`config.mk`:
```
export PLATFORM = sky130hd
export DESIGN_NAME = warp_issue_scheduler_flat
export DESIGN_NICKNAME = d
export VERILOG_FILES = /design/src/rtl/warp_issue_scheduler_pkg.sv /design/src/rtl/warp_issue_scheduler_if.sv /design/src/rtl/warp_issue_scheduler_rr_arbiter.sv /design/src/rtl/warp_issue_scheduler.sv /design/src/flat_wrapper.sv
export SDC_FILE = /design/constraint.sdc
export NUM_CORES = 1
export LEC_CHECK = 0
export ABC_AREA = 1
export BUFFER_PORTS_ARGS = -buffer_cell sky130_fd_sc_hd__buf_2
export CAP_MARGIN = 20
export CORE_AREA = 3 3 96 98
export DETAILED_ROUTE_END_ITERATION = 6
export DIE_AREA = 0 0 99 101
export SETUP_SLACK_MARGIN = 0.05
export SLEW_MARGIN = 20
export SYNTH_ARGS = -nofsm -noshare
export SYNTH_HDL_FRONTEND = slang
export SYNTH_HIERARCHICAL = 1
export SYNTH_SLANG_ARGS = --single-unit
```
`constraint.sdc`:
```
create_clock -name clk -period 3.8 [get_ports clk]
set_clock_uncertainty 0.15 [all_clocks]
set_input_delay 0.19 -clock clk [delete_from_list [all_inputs] [get_ports clk]]
set_output_delay 0.19 -clock clk [all_outputs]
set_load 0.05 [all_outputs]
```
`src/rtl/warp_issue_scheduler_pkg.sv`:
```
// Shared GPU front-end definitions: default warp count, warp-id width,
// default memory credit budget and the per-warp branch-wait state encoding.
package gpu_pkg;

  localparam int NUM_WARPS_DEF   = 8;
  localparam int WARP_ID_W       = $clog2(NUM_WARPS_DEF);
  localparam int MEM_CREDITS_DEF = 4;

  // A warp is either free to issue or parked behind an unresolved branch.
  typedef enum logic [0:0] {
    WARP_READY   = 1'b0,
    WARP_BR_WAIT = 1'b1
  } warp_state_e;

  // Width of a warp-id field for an arbitrary warp count (at least one bit).
  function automatic int id_width(input int n);
    return (n > 1) ? $clog2(n) : 1;
  endfunction

endpackage

```
`src/rtl/warp_issue_scheduler_if.sv`:
```
// Issue-stage bundle between IBuffer/scoreboard/operand-collector side
// (master) and the warp issue scheduler (slave).
interface warp_issue_if
  import gpu_pkg::*;
#(
  parameter int NUM_WARPS = NUM_WARPS_DEF
);
  localparam int WID_W = id_width(NUM_WARPS);

  logic [NUM_WARPS-1:0] Valid_IB_IU;
  logic [NUM_WARPS-1:0] Is_Branch_IB_IU;
  logic [NUM_WARPS-1:0] Is_Mem_IB_IU;
  logic [NUM_WARPS-1:0] Full_Scb_IU;
  logic [NUM_WARPS-1:0] Dependent_Scb_IU;
  logic                 Stall_OC_IU;
  logic                 Br_Resolve_Valid;
  logic [WID_W-1:0]     Br_Resolve_WarpID;
  logic                 Mem_Credit_Return;
  logic [NUM_WARPS-1:0] Grant_IU;
  logic                 Grant_Valid;
  logic [WID_W-1:0]     Grant_WarpID;
  logic [NUM_WARPS-1:0] Br_Pending;
  logic                 Credit_Err;

  modport master (
    output Valid_IB_IU, Is_Branch_IB_IU, Is_Mem_IB_IU, Full_Scb_IU,
           Dependent_Scb_IU, Stall_OC_IU, Br_Resolve_Valid,
           Br_Resolve_WarpID, Mem_Credit_Return,
    input  Grant_IU, Grant_Valid, Grant_WarpID, Br_Pending, Credit_Err
  );

  modport slave (
    input  Valid_IB_IU, Is_Branch_IB_IU, Is_Mem_IB_IU, Full_Scb_IU,
           Dependent_Scb_IU, Stall_OC_IU, Br_Resolve_Valid,
           Br_Resolve_WarpID, Mem_Credit_Return,
    output Grant_IU, Grant_Valid, Grant_WarpID, Br_Pending, Credit_Err
  );

endinterface

```
`src/rtl/warp_issue_scheduler_rr_arbiter.sv`:
```
// Rotating-priority arbiter: picks the first requester at or after ptr
// (ascending, wrapping), returning a one-hot grant plus its encoded index.
module rr_arbiter #(
  parameter int WIDTH = 8,
  parameter int ID_W  = (WIDTH > 1) ? $clog2(WIDTH) : 1
) (
  input  logic [WIDTH-1:0] req,
  input  logic [ID_W-1:0]  ptr,
  output logic [WIDTH-1:0] gnt,
  output logic [ID_W-1:0]  gnt_id,
  output logic             gnt_vld
);

  // Scan WIDTH positions starting at ptr; the first requester seen wins.
  always_comb begin
    int          raw;
    logic [ID_W-1:0] sel;
    logic        hit;
    gnt     = '0;
    gnt_id  = '0;
    gnt_vld = 1'b0;
    for (int i = 0; i < WIDTH; i++) begin
      raw      = int'(ptr) + i;
      sel      = (raw >= WIDTH) ? ID_W'(raw - WIDTH) : ID_W'(raw);
      hit      = ~gnt_vld & req[sel];
      gnt[sel] = hit;
      gnt_id   = hit ? sel : gnt_id;
      gnt_vld  = gnt_vld | hit;
    end
  end

endmodule

```
`src/rtl/warp_issue_scheduler.sv`:
```
// Warp issue scheduler: picks at most one eligible warp per cycle
// (combinational grant), tracks per-warp branch-wait state and a shared
// memory-instruction credit pool.
// Optional build macro ISSUE_GREEDY_EN: the previously granted warp keeps
// winning while it stays eligible; otherwise strict round-robin.
module warp_issue_scheduler
  import gpu_pkg::*;
#(
  parameter int NUM_WARPS   = NUM_WARPS_DEF,
  parameter int MEM_CREDITS = MEM_CREDITS_DEF
) (
  input logic         clk,
  input logic         rst,
  warp_issue_if.slave bus
);

  localparam int WID_W    = id_width(NUM_WARPS);
  localparam int CREDIT_W = $clog2(MEM_CREDITS + 1);
  localparam logic [CREDIT_W-1:0] CREDIT_MAX = CREDIT_W'(MEM_CREDITS);
  localparam logic [CREDIT_W-1:0] CREDIT_ONE = CREDIT_W'(1);
  localparam logic [WID_W-1:0]    LAST_WARP  = WID_W'(NUM_WARPS - 1);
  localparam logic [WID_W-1:0]    ID_ONE     = WID_W'(1);

  warp_state_e          state      [NUM_WARPS];
  warp_state_e          state_next [NUM_WARPS];
  logic [WID_W-1:0]     rr_ptr, rr_ptr_next;
  logic [CREDIT_W-1:0]  credits, credits_next;
  logic                 credit_err, credit_err_next;
  logic [NUM_WARPS-1:0] br_pending;
  logic [NUM_WARPS-1:0] eligible;
  logic [NUM_WARPS-1:0] issue_req;
  logic [NUM_WARPS-1:0] arb_gnt;
  logic [WID_W-1:0]     arb_id;
  logic                 arb_vld;
  logic [NUM_WARPS-1:0] grant;
  logic [WID_W-1:0]     grant_id;
  logic                 grant_vld;
  logic                 rr_update;
  logic                 issue_ok;
  logic                 credits_empty;
  logic                 mem_issue;

  // Decode the registered warp states into the branch-wait mask.
  always_comb begin
    br_pending = '0;
    for (int w = 0; w < NUM_WARPS; w++) begin
      br_pending[w] = (state[w] == WARP_BR_WAIT);
    end
  end

  // Eligibility; nothing may issue while in reset or when the collector stalls.
  always_comb begin
    credits_empty = (credits == '0);
    issue_ok      = rst & ~bus.Stall_OC_IU;
    eligible      = bus.Valid_IB_IU & ~bus.Full_Scb_IU & ~bus.Dependent_Scb_IU
                  & ~br_pending & ~(bus.Is_Mem_IB_IU & {NUM_WARPS{credits_empty}});
    issue_req     = issue_ok ? eligible : '0;
  end

  rr_arbiter #(
    .WIDTH (NUM_WARPS),
    .ID_W  (WID_W)
  ) u_rr_arbiter (
    .req     (issue_req),
    .ptr     (rr_ptr),
    .gnt     (arb_gnt),
    .gnt_id  (arb_id),
    .gnt_vld (arb_vld)
  );

`ifdef ISSUE_GREEDY_EN
  logic [WID_W-1:0] last_id;
  logic             last_vld;
  logic             greedy_hit;

  // Last winner keeps the slot while still eligible; round-robin otherwise.
  always_comb begin
    greedy_hit = last_vld & issue_req[last_id];
    if (greedy_hit) begin
      grant          = '0;
      grant[last_id] = 1'b1;
      grant_id       = last_id;
      grant_vld      = 1'b1;
    end else begin
      grant     = arb_gnt;
      grant_id  = arb_id;
      grant_vld = arb_vld;
    end
    rr_update = grant_vld & ~greedy_hit;
  end

  // Remember the most recent winner across idle and stalled cycles.
  always_ff @(posedge clk or negedge rst) begin
    if (!rst) begin
      last_id  <= '0;
      last_vld <= 1'b0;
    end else if (grant_vld) begin
      last_id  <= grant_id;
      last_vld <= 1'b1;
    end else begin
      last_id  <= last_id;
      last_vld <= last_vld;
    end
  end
`else
  // Strict round-robin: the arbiter result is the grant.
  always_comb begin
    grant     = arb_gnt;
    grant_id  = arb_id;
    grant_vld = arb_vld;
    rr_update = arb_vld;
  end
`endif

  // Advance the search pointer past the round-robin winner, else hold.
  always_comb begin
    if (rr_update) begin
      rr_ptr_next = (grant_id == LAST_WARP) ? '0 : grant_id + ID_ONE;
    end else begin
      rr_ptr_next = rr_ptr;
    end
  end

  // Credit pool: issue takes one, return gives one, both together cancel;
  // a return with the pool already full is dropped and flagged.
  always_comb begin
    credits_next    = credits;
    credit_err_next = 1'b0;
    mem_issue       = grant_vld & bus.Is_Mem_IB_IU[grant_id];
    case ({mem_issue, bus.Mem_Credit_Return})
      2'b10: credits_next = credits - CREDIT_ONE;
      2'b01: begin
        if (credits == CREDIT_MAX) begin
          credit_err_next = 1'b1;
        end else begin
          credits_next = credits + CREDIT_ONE;
        end
      end
      default: credits_next = credits;
    endcase
  end

  // Per-warp branch FSM: park on a granted branch, release on its resolve.
  always_comb begin
    for (int w = 0; w < NUM_WARPS; w++) begin
      state_next[w] = state[w];
      case (state[w])
        WARP_READY: begin
          if (grant[w] && bus.Is_Branch_IB_IU[w]) begin
            state_next[w] = WARP_BR_WAIT;
          end else begin
            state_next[w] = WARP_READY;
          end
        end
        WARP_BR_WAIT: begin
          if (bus.Br_Resolve_Valid && (bus.Br_Resolve_WarpID == WID_W'(w))) begin
            state_next[w] = WARP_READY;
          end else begin
            state_next[w] = WARP_BR_WAIT;
          end
        end
        default: state_next[w] = WARP_READY;
      endcase
    end
  end

  // Warp state registers.
  always_ff @(posedge clk or negedge rst) begin
    if (!rst) begin
      for (int w = 0; w < NUM_WARPS; w++) begin
        state[w] <= WARP_READY;
      end
    end else begin
      state <= state_next;
    end
  end

  // Pointer, credit pool and error pulse registers.
  always_ff @(posedge clk or negedge rst) begin
    if (!rst) begin
      rr_ptr     <= '0;
      credits    <= CREDIT_MAX;
      credit_err <= 1'b0;
    end else begin
      rr_ptr     <= rr_ptr_next;
      credits    <= credits_next;
      credit_err <= credit_err_next;
    end
  end

  assign bus.Grant_IU     = grant;
  assign bus.Grant_Valid  = grant_vld;
  assign bus.Grant_WarpID = grant_id;
  assign bus.Br_Pending   = br_pending;
  assign bus.Credit_Err   = credit_err;

endmodule

```
`src/flat_wrapper.sv`:
```
// flat-port wrapper written by rule: the top's interface ports become plain ports
module warp_issue_scheduler_flat import gpu_pkg::*;
#(
  parameter int NUM_WARPS   = NUM_WARPS_DEF,
  parameter int MEM_CREDITS = MEM_CREDITS_DEF
)
  (clk, rst, bus_Valid_IB_IU, bus_Is_Branch_IB_IU, bus_Is_Mem_IB_IU, bus_Full_Scb_IU, bus_Dependent_Scb_IU, bus_Stall_OC_IU, bus_Br_Resolve_Valid, bus_Br_Resolve_WarpID, bus_Mem_Credit_Return, bus_Grant_IU, bus_Grant_Valid, bus_Grant_WarpID, bus_Br_Pending, bus_Credit_Err);
  warp_issue_if #(.NUM_WARPS(NUM_WARPS)) bus_i ();
  input logic clk;
  input logic rst;
  input wire logic [$bits(bus_i.Valid_IB_IU)-1:0] bus_Valid_IB_IU;
  input wire logic [$bits(bus_i.Is_Branch_IB_IU)-1:0] bus_Is_Branch_IB_IU;
  input wire logic [$bits(bus_i.Is_Mem_IB_IU)-1:0] bus_Is_Mem_IB_IU;
  input wire logic [$bits(bus_i.Full_Scb_IU)-1:0] bus_Full_Scb_IU;
  input wire logic [$bits(bus_i.Dependent_Scb_IU)-1:0] bus_Dependent_Scb_IU;
  input wire logic [$bits(bus_i.Stall_OC_IU)-1:0] bus_Stall_OC_IU;
  input wire logic [$bits(bus_i.Br_Resolve_Valid)-1:0] bus_Br_Resolve_Valid;
  input wire logic [$bits(bus_i.Br_Resolve_WarpID)-1:0] bus_Br_Resolve_WarpID;
  input wire logic [$bits(bus_i.Mem_Credit_Return)-1:0] bus_Mem_Credit_Return;
  output wire logic [$bits(bus_i.Grant_IU)-1:0] bus_Grant_IU;
  output wire logic [$bits(bus_i.Grant_Valid)-1:0] bus_Grant_Valid;
  output wire logic [$bits(bus_i.Grant_WarpID)-1:0] bus_Grant_WarpID;
  output wire logic [$bits(bus_i.Br_Pending)-1:0] bus_Br_Pending;
  output wire logic [$bits(bus_i.Credit_Err)-1:0] bus_Credit_Err;
  assign bus_i.Valid_IB_IU = bus_Valid_IB_IU;
  assign bus_i.Is_Branch_IB_IU = bus_Is_Branch_IB_IU;
  assign bus_i.Is_Mem_IB_IU = bus_Is_Mem_IB_IU;
  assign bus_i.Full_Scb_IU = bus_Full_Scb_IU;
  assign bus_i.Dependent_Scb_IU = bus_Dependent_Scb_IU;
  assign bus_i.Stall_OC_IU = bus_Stall_OC_IU;
  assign bus_i.Br_Resolve_Valid = bus_Br_Resolve_Valid;
  assign bus_i.Br_Resolve_WarpID = bus_Br_Resolve_WarpID;
  assign bus_i.Mem_Credit_Return = bus_Mem_Credit_Return;
  assign bus_Grant_IU = bus_i.Grant_IU;
  assign bus_Grant_Valid = bus_i.Grant_Valid;
  assign bus_Grant_WarpID = bus_i.Grant_WarpID;
  assign bus_Br_Pending = bus_i.Br_Pending;
  assign bus_Credit_Err = bus_i.Credit_Err;
  warp_issue_scheduler #(.NUM_WARPS(NUM_WARPS), .MEM_CREDITS(MEM_CREDITS)) u_core (.clk(clk), .rst(rst), .bus(bus_i));
endmodule
```
---- Word-level counts from Yosys, hierarchy flattened ----
Cells that the tools add are included.
word-level totals
  logic and storage cells ................. 223
  input bits .............................. 48
  output and inout bits ................... 21
  register bits after elaboration ......... 15
operators by class
  magnitude comparators ................... 25
  multiplexer cells ....................... 87
  reduce and logical (&&, ||, !) cells .... 28
  add/sub/neg operators ................... 18
  bitwise operators ....................... 42
  equality and inequality tests ........... 12
operators with widths
  cell                                                                                 number
  8-bit bitwise mux                                                                    7
  3-bit two-way mux                                                                    18
  8-bit bitwise AND                                                                    6
  3-bit by 4-bit less-than comparator with 1-bit output, second input constant         9
  1-bit two-way mux                                                                    35
  8-bit NOT                                                                            4
  4-bit greater-or-equal comparator, second input constant                             7
  1-bit binary-select mux with 3-bit select                                            9
  3-bit by 1-bit subtractor with 3-bit output, second input constant                   9
  1-bit demux with 3-bit select                                                        8
  3-bit by 1-bit greater-or-equal comparator with 1-bit output, second input constant  8
  1-bit logical AND                                                                    24
  3-bit == test, second input constant                                                 6
  3-bit by 3-bit adder with 4-bit output, second input constant                        4
  1-bit NOT                                                                            16
  1-bit case mux with 2 select lines                                                   8
  1-bit bitwise AND                                                                    9
  3-bit by 2-bit adder with 4-bit output, second input constant                        2
  8-bit two-way mux                                                                    1
  1-bit OR                                                                             7
  3-bit by 1-bit adder with 3-bit output, second input constant                        2
  3-bit by 2-bit == test with 1-bit output, second input constant                      2
  3-bit zero test                                                                      2
  3-bit case mux with 2 select lines                                                   1
  8 further kinds                                                                      8

---- Longest topological paths before layout ----
Gate-level depths: netlist of the first run.
  depth in word-level cells ............... 35
  gate-level depth with buffers ........... 27
  depth with buffers taken out ............ 26

---- Modules after synthesis ----
Netlist of the first run, hierarchy kept.
modules (own cells, without submodules)
  module                instances  area an instance (um2)  seq. area each (um2)  cells an instance
  rr_arbiter            1          1495.2                  0.0                   299
  warp_issue_scheduler  1          1034.7                  376.6                 151

---- Least setup slack after synthesis of the first run ----
No wires, ideal clock.
  kind .................................... reg-to-reg
  start ................................... reg u_core.rr_ptr[0]
  end ..................................... reg u_core.credits[2]
  slack ................................... -590 ps
  stages on the path, launching flop included .. 27
  clock period less this slack ............ 4390 ps
  data required time ...................... 3573 ps
  arrival ................................. 4163 ps
  path buffers ............................ 3
  library setup time ...................... 77 ps
  path through ............................ dfrtp_1 > inv_2 > buf_6 > clkbuf_1 > ha_1 > inv_1 > nand3_1 > nand2_1 > nand2_1 > nand2_2 > nand3_4 > nor2_8 > nand2_4 > nor3_4 > buf_6 > nand3_1 > nand2_1 > nand2_1 > nand3_2 > nand3_1 > nand3_2 > nand2_1 > fa_1 > inv_1 > nand4_1 > nand3_1 > nand2_1
on the way
  longest elaborated chain between the ends .. 31
  elaborated cells on any way between the ends .. 85
  classes of those cells .................. 15 x add/sub; 8 x order compare; 3 x eq/ne; 35 x mux; 22 x bitwise; 2 x reduce/logical
RTL lines
  what                                                                            RTL line                                                                      text
  start, declared                                                                 warp_issue_scheduler.sv:26                                                    logic [WID_W-1:0] rr_ptr, rr_ptr_next;
  start signal, assigned                                                          warp_issue_scheduler.sv:185                                                   rr_ptr <= rr_ptr_next;
  3-bit by 1-bit adder with 4-bit output (tied with other cells)                  warp_issue_scheduler_rr_arbiter.sv:23                                         raw = int'(ptr) + i;
  4-bit greater-or-equal comparator (tied with other cells)                       warp_issue_scheduler_rr_arbiter.sv:24                                         sel = (raw >= WIDTH) ? ID_W'(raw - WIDTH) : ID_W'(raw);
  3-bit two-way mux or 1-bit binary-select mux with 3-bit select (tied branches)  warp_issue_scheduler_rr_arbiter.sv:24, warp_issue_scheduler_rr_arbiter.sv:25
  1-bit binary-select mux with 3-bit select or 1-bit two-way mux (tied branches)  warp_issue_scheduler_rr_arbiter.sv:25                                         hit = ~gnt_vld & req[sel];
  1-bit two-way mux (not written as such) or 1-bit NOT (tied branches)            warp_issue_scheduler_rr_arbiter.sv:25
  1-bit bitwise AND                                                               warp_issue_scheduler_rr_arbiter.sv:25
  1-bit OR                                                                        warp_issue_scheduler_rr_arbiter.sv:28                                         gnt_vld = gnt_vld | hit;
  1-bit NOT                                                                       warp_issue_scheduler_rr_arbiter.sv:25
  (+16 left out)                                                                  -
  3-bit two-way mux *                                                             warp_issue_scheduler_rr_arbiter.sv:27                                         gnt_id = hit ? sel : gnt_id;
  named net bus_Grant_WarpID[0]                                                   flat_wrapper.sv:22                                                            output wire logic [$bits(bus_i.Grant_WarpID)-1:0] bus_Grant_WarpID;
  1-bit binary-select mux with 3-bit select *                                     warp_issue_scheduler.sv:129                                                   mem_issue = grant_vld & bus.Is_Mem_IB_IU[grant_id];
  1-bit two-way mux (not written as such) *                                       warp_issue_scheduler.sv:129
  1-bit bitwise AND *                                                             warp_issue_scheduler.sv:129
  2-bit by 1-bit == test with 1-bit output or 2-bit == test (tied branches)       warp_issue_scheduler.sv:130                                                   case ({mem_issue, bus.Mem_Credit_Return})
  2-bit inequality test (no source line) or 2-bit nonzero test (tied branches)    -
  2-bit AND reduction (no source line)                                            -
  end signal, assigned                                                            warp_issue_scheduler.sv:186                                                   credits <= credits_next;
  end, declared                                                                   warp_issue_scheduler.sv:27                                                    logic [CREDIT_W-1:0] credits, credits_next;
Mark *: on every way through the listed nets, which the timed path passes. The rest lies on a longest branch. The select of a mux whose other input is x is not followed.
A chain may end at the register's enable or synchronous reset.

---- Final worst setup path of the first run ----
  start ................................... reg u_core.credits[2]
  end ..................................... reg u_core.credits[1]
on the way
  elaborated cells on any way between the ends .. 60
  classes of those cells .................. 4 x eq/ne; 28 x mux; 25 x bitwise; 3 x reduce/logical
RTL lines
  what                                                                       RTL line                               text
  3-bit zero test *                                                          warp_issue_scheduler.sv:53             credits_empty = (credits == '0);
  8-bit bitwise AND *                                                        warp_issue_scheduler.sv:56             & ~br_pending & ~(bus.Is_Mem_IB_IU & {NUM_WARPS{credits_empty}});
  8-bit NOT *                                                                warp_issue_scheduler.sv:56
  8-bit bitwise AND *                                                        warp_issue_scheduler.sv:56
  8-bit two-way mux *                                                        warp_issue_scheduler.sv:57             issue_req = issue_ok ? eligible : '0;
  named net u_core.issue_req[6]                                              warp_issue_scheduler.sv:31             logic [NUM_WARPS-1:0] issue_req;
  1-bit binary-select mux with 3-bit select                                  warp_issue_scheduler_rr_arbiter.sv:25
  1-bit two-way mux (not written as such)                                    warp_issue_scheduler_rr_arbiter.sv:25
  (+19 left out)                                                             -
  1-bit bitwise AND                                                          warp_issue_scheduler_rr_arbiter.sv:25
  3-bit two-way mux                                                          warp_issue_scheduler_rr_arbiter.sv:27
  1-bit binary-select mux with 3-bit select                                  warp_issue_scheduler.sv:129
  1-bit two-way mux (not written as such)                                    warp_issue_scheduler.sv:129
  1-bit bitwise AND *                                                        warp_issue_scheduler.sv:129
  2-bit by 1-bit == test with 1-bit output or 2-bit == test (tied branches)  warp_issue_scheduler.sv:130
  3-bit case mux with 2 select lines *                                       warp_issue_scheduler.sv:130
  named net u_core.credits_next[1]                                           warp_issue_scheduler.sv:27
Marks and branches as above.

==> impl_metrics.ini, run 1 <==
[outcome]
status = completed

[routing]
drt_first_iter_violations = 227
drt-total-wl_um = 9920
firstDrtPassIters = 7
wl_per_cell_um = 15.1
post_drt_via_cell_ratio = 5.35
route.detailed.drc = 0
ant_nets = 0
vias = 3523

[final_layout]
final_util_pct = 41.6
mostFrequentLayoutCells = nand2_1 (129), nand3_1 (82), buf_2 (68), inv_1 (38), buf_4 (37)
design_area_um2 = 3550
drive_above_1_share_pct = 36.1
syn2layout_area_growth_pct = 40.5
finalNetCount = 609
diodes = 0
final_common_cell = nand2_1

[global_routing]
grt_max_degree = 23
grt_use_total_pct = 18.8
grt_pass1_vias = 3237
grt_pass1_wl_um = 15600
gr-total-overflow = 0
antenna_found_initial = 0

[clocking]
clk_pin_slew_ns = 0.07
cts_max_level = 1
clkLatencyLatePin_ns = 0.24
cts_root_buf = clkbuf_8
clockBufferDepth = 2
cts_tree = done
cts_num_sinks = 15
cts_buffers = 3

[critical_path]
path_buf_inv = 3
crit_required_ns = 3.79
path_max_fanout = 8
worstPathArrival_ns = 3.62
cp_top_family = simple AND/OR/NAND/NOR gates
critical_path_class = reg -> reg
start_kind = flip-flop
endpoint_kind = flip-flop
cpMostUsedCell = nand3_2
path_cells = inv_2 -> nand3_4 -> nor2_4 -> nor3_4 -> nand2_2 -> nand3_2 -> nand2_2 -> o21ai_4 -> nor2_8 -> buf_4 -> nand3_1 -> nand3_1 -> nor2_2 -> nand3_4 -> inv_2 -> nand3_2 -> nand3_2 -> nand3_2 -> nand2_2 -> fa_2 -> nand2_1 -> o21ai_1
cpPeakStageDelay_ns = 0.55
worst_path_max_delay_cell = dfstp_2

[die]
die_y_um = 101
die_x_um = 99
dieArea_um2 = 10000
start_util_pct = 29.6
row_count = 34
core_um2 = 8550
io_pins = 69

[synthesis]
synthTopCellsByArea = nand2_1 (20%), nand3_1 (20%), dfrtp_1 (14%), inv_1 (6.7%), nor3_1 (4.7%)
synth_mux_area_share_pct = 1.34
synth_top_area_share_pct = 20.5
synthSimpleGateAreaFrac_pct = 62.1
syn_inst = 450
synthDistinctLibCells = 33
ys_ff_latch = 15
synth_top_family_by_area = simple AND/OR/NAND/NOR gates
ys_warn_count = 6
synth_xor_area_share_pct = 0
yosysSeqAreaShare_pct = 14.9
synth_fa_ha_area_share_pct = 4.75
synth_compound_area_share_pct = 6.87
syn_area_um2 = 2530
avgSynthCellArea_um2 = 5.62
yosysTopAreaCell = nand2_1
syn-num-nets = 507

[timing]
finalMaxSlewViolations = 0
hold_ws_ns = 0.0240
fin_crit_sh_pct = 95.7
finalHoldViolCount = 0
rsz0062_at_grt = yes
min_period_ns = 3.64
slew_headroom_pct = 66.5
tns_ns = 0
tightest_slew_ns = 0.497
setup_viol = 0
fmax_ghz = 0.275

[worst_hold_path]
min_path_type = in -> reg

[place]
gp_congestion = 0.999
portBuffers = 68
dpl-instance-area_um2 = 3170
dp_hpwl_um = 7670

[run]
cap_violations = 0
[logic make-up (layout without fill, tap and decap cells)]
family	after synthesis	after routing
AO/OA/AOI/OAI	32	32
adder cells (fa/ha/maj)	9	9
buffers and inverters	62	163
flip-flops	15	15
multiplexers	3	3
AND/OR/NAND/NOR	329	329
[cell type report]
cell class                 count  area, µm²
sequential                    15        377
inverter                      52        200
fill                         904       5000
multi-input combinational    373       2160
timing repair buffer         107        639
clock buffer                   3       41.3
clock inverter                 1       5.00
tap                          108        135
[stage by stage]
stage	worst slack (ns)	cells
final	0.163	659
after CTS	0.0759	645
after detailed placement	-0.0325	640
after floorplan	-0.0676	450
after global routing	-0.0620	659
after global placement	0.00752	640
[worst reg2reg max path: stages (launching register included)]
cell	delay [ns]
dfstp_2	0.55
inv_2	0.05
nand3_4	0.17
nor2_4	0.08
nor3_4	0.21
nand2_2	0.10
nand3_2	0.09
nand2_2	0.09
o21ai_4	0.28
nor2_8	0.10
buf_4	0.15
nand3_1	0.06
nand3_1	0.11
nor2_2	0.18
nand3_4	0.14
inv_2	0.11
nand3_2	0.10
nand3_2	0.08
nand3_2	0.09
nand2_2	0.11
fa_2	0.43
nand2_1	0.06
o21ai_1	0.05
[final timing paths]
path / from / to / slack [ns] / cells after the start
min: bus_Is_Branch_IB_IU[4] / u_core/bus.Br_Pending[4]$_DFF_PN0_ / 0.02 / 3
max: u_core/credits[2]$_DFFE_PN1P_ / u_core/credits[1]$_DFFE_PN0P_ / 0.16 / 22
max in group asynchronous: rst / u_core/credits[2]$_DFFE_PN1P_ / 2.96 / 3
min in group asynchronous: rst / u_core/credits[0]$_DFFE_PN0P_ / 0.29 / 3
min reg2reg: u_core/credits[2]$_DFFE_PN1P_ / u_core/credits[2]$_DFFE_PN1P_ / 0.36 / 2
max reg2reg: u_core/credits[2]$_DFFE_PN1P_ / u_core/credits[1]$_DFFE_PN0P_ / 0.16 / 22
[routing by layer]
layer	vias to the layer above	global-route usage, %	share of wire (%)
met5	-	0	0
met4	0	5.04	1.3
met3	18	1.94	8.4
met2	197	31.5	48
met1	1595	25.8	42
li1	1713	-	-
[cell usage after synthesis, drive strengths merged]
library cell  number
o211ai             1
o22ai              1
a21oi             16
nor2              31
nand4             16
o21ai             13
inv               52
mux2               3
fa                 1
nor3              25
nand3b             1
nand2            147
dfrtp             14
clkbuf             4
o21bai             1
dfstp              1
buf                6
nand3            109
ha                 8
[registers in the layout (all words and copies together), names as in the netlist]
signal                 flops
u_core/rr_ptr              3
u_core/bus.Br_Pending      8
u_core/bus.Credit_Err      1
u_core/credits             3
[timing repair]
| action | in CTS | in global routing |
|---|---|---|
| hold buffers | 1 | 0 |
| resized for setup | 2 | 55 |
| endpoints found under the setup margin | 2 | 3 |
| setup buffers | 0 | 14 |
| hold endpoints to repair | 15 | 0 |
| pin swaps | 0 | 28 |
Power of run 1 is not shown: default switching activity piles up to over one toggle a cycle in this logic, so the estimate is an artifact.
==> inputs of run 2 (changes only) <==
==> constraint.sdc (replaced) <==
create_clock -name clk -period 3.8 [get_ports clk]
set_clock_uncertainty 0.15 [all_clocks]
set_input_delay 0.19 -clock clk [delete_from_list [all_inputs] [get_ports clk]]
set_output_delay 0.19 -clock clk [all_outputs]
set_load 0.02 [all_outputs]
==> impl_metrics.ini, run 2 (synthesis results as in run 1) <==
[timing]
tightest_slew_ns = 0.579
min_period_ns = 3.74
fin_crit_sh_pct = 98.4
rsz0062_at_grt = yes
slew_headroom_pct = 61.0
setup_viol = 0
fmax_ghz = 0.267
tns_ns = 0
hold_ws_ns = 0.0329
setup_slack_ns = 0.0601
finalMaxSlewViolations = 0
finalHoldViolCount = 0

[die]
start_util_pct = 29.6
die_x_um = 99
core_um2 = 8550
die_y_um = 101
dieArea_um2 = 10000
row_count = 34
io_pins = 69

[final_layout]
final_util_pct = 41.8
largest_reg_flops = 8
regArea_um2 = 378
fillerInstances = 908
final_common_cell = nand2_1
multi_input_area_um2 = 2170
mostFrequentLayoutCells = nand2_1 (127), nand3_1 (87), buf_2 (68), inv_1 (38), buf_4 (37)
drive_above_1_share_pct = 35.8
diodes = 0
finalNetCount = 609
syn2layout_area_growth_pct = 41.4

[clocking]
cts_root_buf = clkbuf_8
cts_num_sinks = 15
cts_buffers = 3
clk_pin_slew_ns = 0.07
cts_tree = done
clockBufferDepth = 2
cts_max_level = 1
clkLatencyLatePin_ns = 0.25

[place]
portBuffers = 68
gp_congestion = 0.899
dp_hpwl_um = 7780
place_ws_ns = -0.0310

[global_routing]
grtUsageMet1_pct = 24.9
grt_use_met2_pct = 34.2
grt_util_met3_pct = 2.15
grt_use_total_pct = 19.4
gr-total-overflow = 0
antenna_found_initial = 0
grt_pass1_vias = 3302
grt_busiest_layer = met2
grt_pass1_wl_um = 15800
grt_max_degree = 23

[worst_hold_path]
min_path_type = in -> reg

[routing]
drt_first_iter_violations = 310
wl_per_cell_um = 15.7
post_drt_via_cell_ratio = 5.39
vias = 3550
drt-total-wl_um = 10400
route.detailed.drc = 0
firstDrtPassIters = 5
ant_nets = 0

[critical_path]
endpoint_kind = flip-flop
worstPathArrival_ns = 3.78
start_kind = flip-flop
path_max_fanout = 8
crit_required_ns = 3.84
critical_path_class = reg -> reg

[outcome]
status = completed

[run]
cap_violations = 0
[run 2: worst paths after layout]
check | startpoint | endpoint | slack (ns) | depth (start not counted)
worst min register to register | u_core/credits[2]$_DFFE_PN1P_ | u_core/credits[2]$_DFFE_PN1P_ | 0.37 | 2
max in group asynchronous | rst | u_core/credits[2]$_DFFE_PN1P_ | 2.96 | 3
worst min-delay path | bus_Is_Branch_IB_IU[4] | u_core/bus.Br_Pending[4]$_DFF_PN0_ | 0.03 | 3
worst max register to register | u_core/credits[0]$_DFFE_PN0P_ | u_core/credits[2]$_DFFE_PN1P_ | 0.06 | 25
min in group asynchronous | rst | u_core/credits[0]$_DFFE_PN0P_ | 0.29 | 3
worst max-delay path | u_core/credits[0]$_DFFE_PN0P_ | u_core/credits[2]$_DFFE_PN1P_ | 0.06 | 25
[run 2: routing by layer]
metal | vias to the layer above | part of all wire [%]
met5 | - | 0
met4 | 0 | 1.7
met3 | 19 | 7.8
met2 | 182 | 49
met1 | 1628 | 41
li1 | 1721 | -
[run 2: through the flow]
step                instance area [µm²]  instances
floorplan                          2570        450
global placement                   3170        641
detailed placement                 3170        641
CTS                                3240        646
global route                       3580        659
finish                             3580        659
[run 2: final cells by class]
type / instances / area share, %
clock buffers: 3 / 1.15
clock inverters: 1 / 0.140
inverters: 52 / 5.59
multi-input cells: 373 / 60.7
flip-flops and latches: 15 / 10.6
well taps: 108 / 3.78
repair buffers: 107 / 18.1
[run 2: critical path, cell delays in order (launching register included)]
cell	delay (ns)
dfrtp_2	0.42
inv_2	0.09
nand3_4	0.21
nor2_4	0.17
nor3_2	0.06
nand2_1	0.15
nand3_2	0.13
nand3_4	0.11
nand2_4	0.06
inv_4	0.08
nand3_4	0.10
nor2_8	0.16
nand2_4	0.07
nor3_4	0.30
nand3_2	0.14
nand2_4	0.15
nand2_2	0.08
nand3_2	0.10
nand3_2	0.09
nand3_4	0.11
nand2_4	0.06
fa_2	0.35
inv_1	0.08
nand4_1	0.10
nand3_1	0.09
nand2_1	0.05
[run 2: repair_timing]
action / in CTS / in global routing
endpoints found under the setup margin: 2 / 2
endpoints found under the hold margin: 15 / 0
hold buffers: 1 / 0
pin swaps: 0 / 10
resized for setup: 4 / 61
setup buffers: 0 / 13
Power of run 2 is left out for the same reason.
==> inputs of run 3 (changes only) <==
--- a/config.mk
+++ b/config.mk
@@ -11,6 +11,7 @@
 export CORE_AREA = 3 3 96 98
 export DETAILED_ROUTE_END_ITERATION = 6
 export DIE_AREA = 0 0 99 101
+export RECOVER_POWER = 25
 export SETUP_SLACK_MARGIN = 0.05
 export SLEW_MARGIN = 20
 export SYNTH_ARGS = -nofsm -noshare
==> constraint.sdc (replaced) <==
create_clock -name clk -period 3.8 [get_ports clk]
set_clock_uncertainty 0.15 [all_clocks]
set_input_delay 0.19 -clock clk [delete_from_list [all_inputs] [get_ports clk]]
set_output_delay 0.19 -clock clk [all_outputs]
set_load 0.01 [all_outputs]
==> impl_metrics.ini, run 3 (synthesis results as in run 1) <==
[clocking]
cts_root_buf = clkbuf_8
clockBufferDepth = 2
clk_pin_slew_ns = 0.07
cts_max_level = 1
clkLatencyLatePin_ns = 0.25
cts_buffers = 3
cts_num_sinks = 15
cts_tree = done

[final_layout]
diodes = 0
multi_input_area_um2 = 2170
drive_above_1_share_pct = 36.4
fillerInstances = 897
mostFrequentLayoutCells = nand2_1 (126), nand3_1 (84), buf_2 (67), buf_4 (40), inv_1 (38)
syn2layout_area_growth_pct = 42.1
finalNetCount = 613
regArea_um2 = 377
final_common_cell = nand2_1
largest_reg_flops = 8

[global_routing]
gr-total-overflow = 0
grt_pass1_vias = 3034
grt_max_degree = 23
antenna_found_initial = 0
grt_pass1_wl_um = 15100
grt_use_total_pct = 18.6

[timing]
fin_crit_sh_pct = 97.8
slew_headroom_pct = 40.6
fmax_ghz = 0.269
finalMaxSlewViolations = 0
min_period_ns = 3.72
tightest_slew_ns = 0.891
setup_viol = 0
finalHoldViolCount = 0
hold_ws_ns = 0.0290
rsz0062_at_grt = yes

[routing]
drt_first_iter_violations = 215
post_drt_via_cell_ratio = 5.38
vias = 3565
ant_nets = 0
wl_per_cell_um = 15.3
route.detailed.drc = 0
drt-total-wl_um = 10100
firstDrtPassIters = 5

[critical_path]
cpMostUsedCell = nand3_2
critical_path_class = reg -> reg
cp_top_family = simple AND/OR/NAND/NOR gates
path_buf_inv = 3
start_kind = flip-flop
crit_required_ns = 3.84
worstPathArrival_ns = 3.75
worst_path_max_delay_cell = dfrtp_1
path_max_fanout = 8
endpoint_kind = flip-flop
cpPeakStageDelay_ns = 0.41

[die]
die_x_um = 99
die_y_um = 101
row_count = 34
start_util_pct = 29.6
dieArea_um2 = 10000
core_um2 = 8550
io_pins = 69

[run]
cap_violations = 0

[place]
portBuffers = 68
gp_congestion = 0.987
dp_hpwl_um = 7850

[worst_hold_path]
min_path_type = in -> reg

[outcome]
status = completed
==> run 3: changes by cell type in the layout (fill, tap and decap cells not counted), sizes merged <==
| cell | change |
|---|---|
| buf | +2 |
| clkbuf | +2 |
==> run 3: metal layers <==
metal / GRT usage [%] / vias to the layer above / wire (µm)
li1: - / 1727 / -
met1: 24.8 / 1621 / 4150
met2: 31.0 / 188 / 4880
met3: 2.98 / 29 / 796
met4: 5.57 / 0 / 292
met5: 0 / - / 0
==> run 3: path summary, 6_finish.rpt <==
check                                                   start                                  to  slack, ns  depth (start not counted)
min reg2reg                u_core/bus.Br_Pending[6]$_DFF_PN0_  u_core/bus.Br_Pending[6]$_DFF_PN0_       0.36                          1
max in group asynchronous                                 rst  u_core/bus.Br_Pending[1]$_DFF_PN0_       2.39                          3
min                                    bus_Is_Branch_IB_IU[7]  u_core/bus.Br_Pending[7]$_DFF_PN0_       0.03                          3
min in group asynchronous                                 rst       u_core/credits[1]$_DFFE_PN0P_       0.55                          3
max                             u_core/credits[0]$_DFFE_PN0P_       u_core/credits[2]$_DFFE_PN1P_       0.08                         25
max reg2reg                     u_core/credits[0]$_DFFE_PN0P_       u_core/credits[2]$_DFFE_PN1P_       0.08                         25
==> run 3: through the flow <==
step	setup WS [ns]	util (%)	instance area [µm²]	cells	setup TNS (ns)
global route	-0.109	42.1	3600	663	-0.216
global placement	-0.0274	37.1	3170	643	-0.0284
finish	0.0840	42.1	3600	663	0
detailed placement	-0.110	37.1	3170	643	-0.171
floorplan	0.106	-	2550	450	0
CTS	0.0888	38.0	3250	648	0
==> run 3: tightest hold or removal path: stages <==
cell and delay [ns]:
buf_2 0.08, nand3_1 0.06, nand2_1 0.06
==> run 3: area by class of cell <==
| cell class | instances | share of cell area [%] |
|---|---|---|
| inverters | 52 | 5.57 |
| repair buffers | 111 | 18.5 |
| flip-flops and latches | 15 | 10.5 |
| well taps | 108 | 3.76 |
| clock buffers | 3 | 1.15 |
| clock inverters | 1 | 0.139 |
| multi-input cells | 373 | 60.4 |
==> run 3: timing repair <==
action                                  CTS  global route
pin swaps                                 0            23
endpoints found under the hold margin    15             0
hold buffers                              1             0
endpoints found under the setup margin    2             2
setup buffers                             0            15
gates resized for setup                   4            65
Power of run 3 is left out for the same reason.
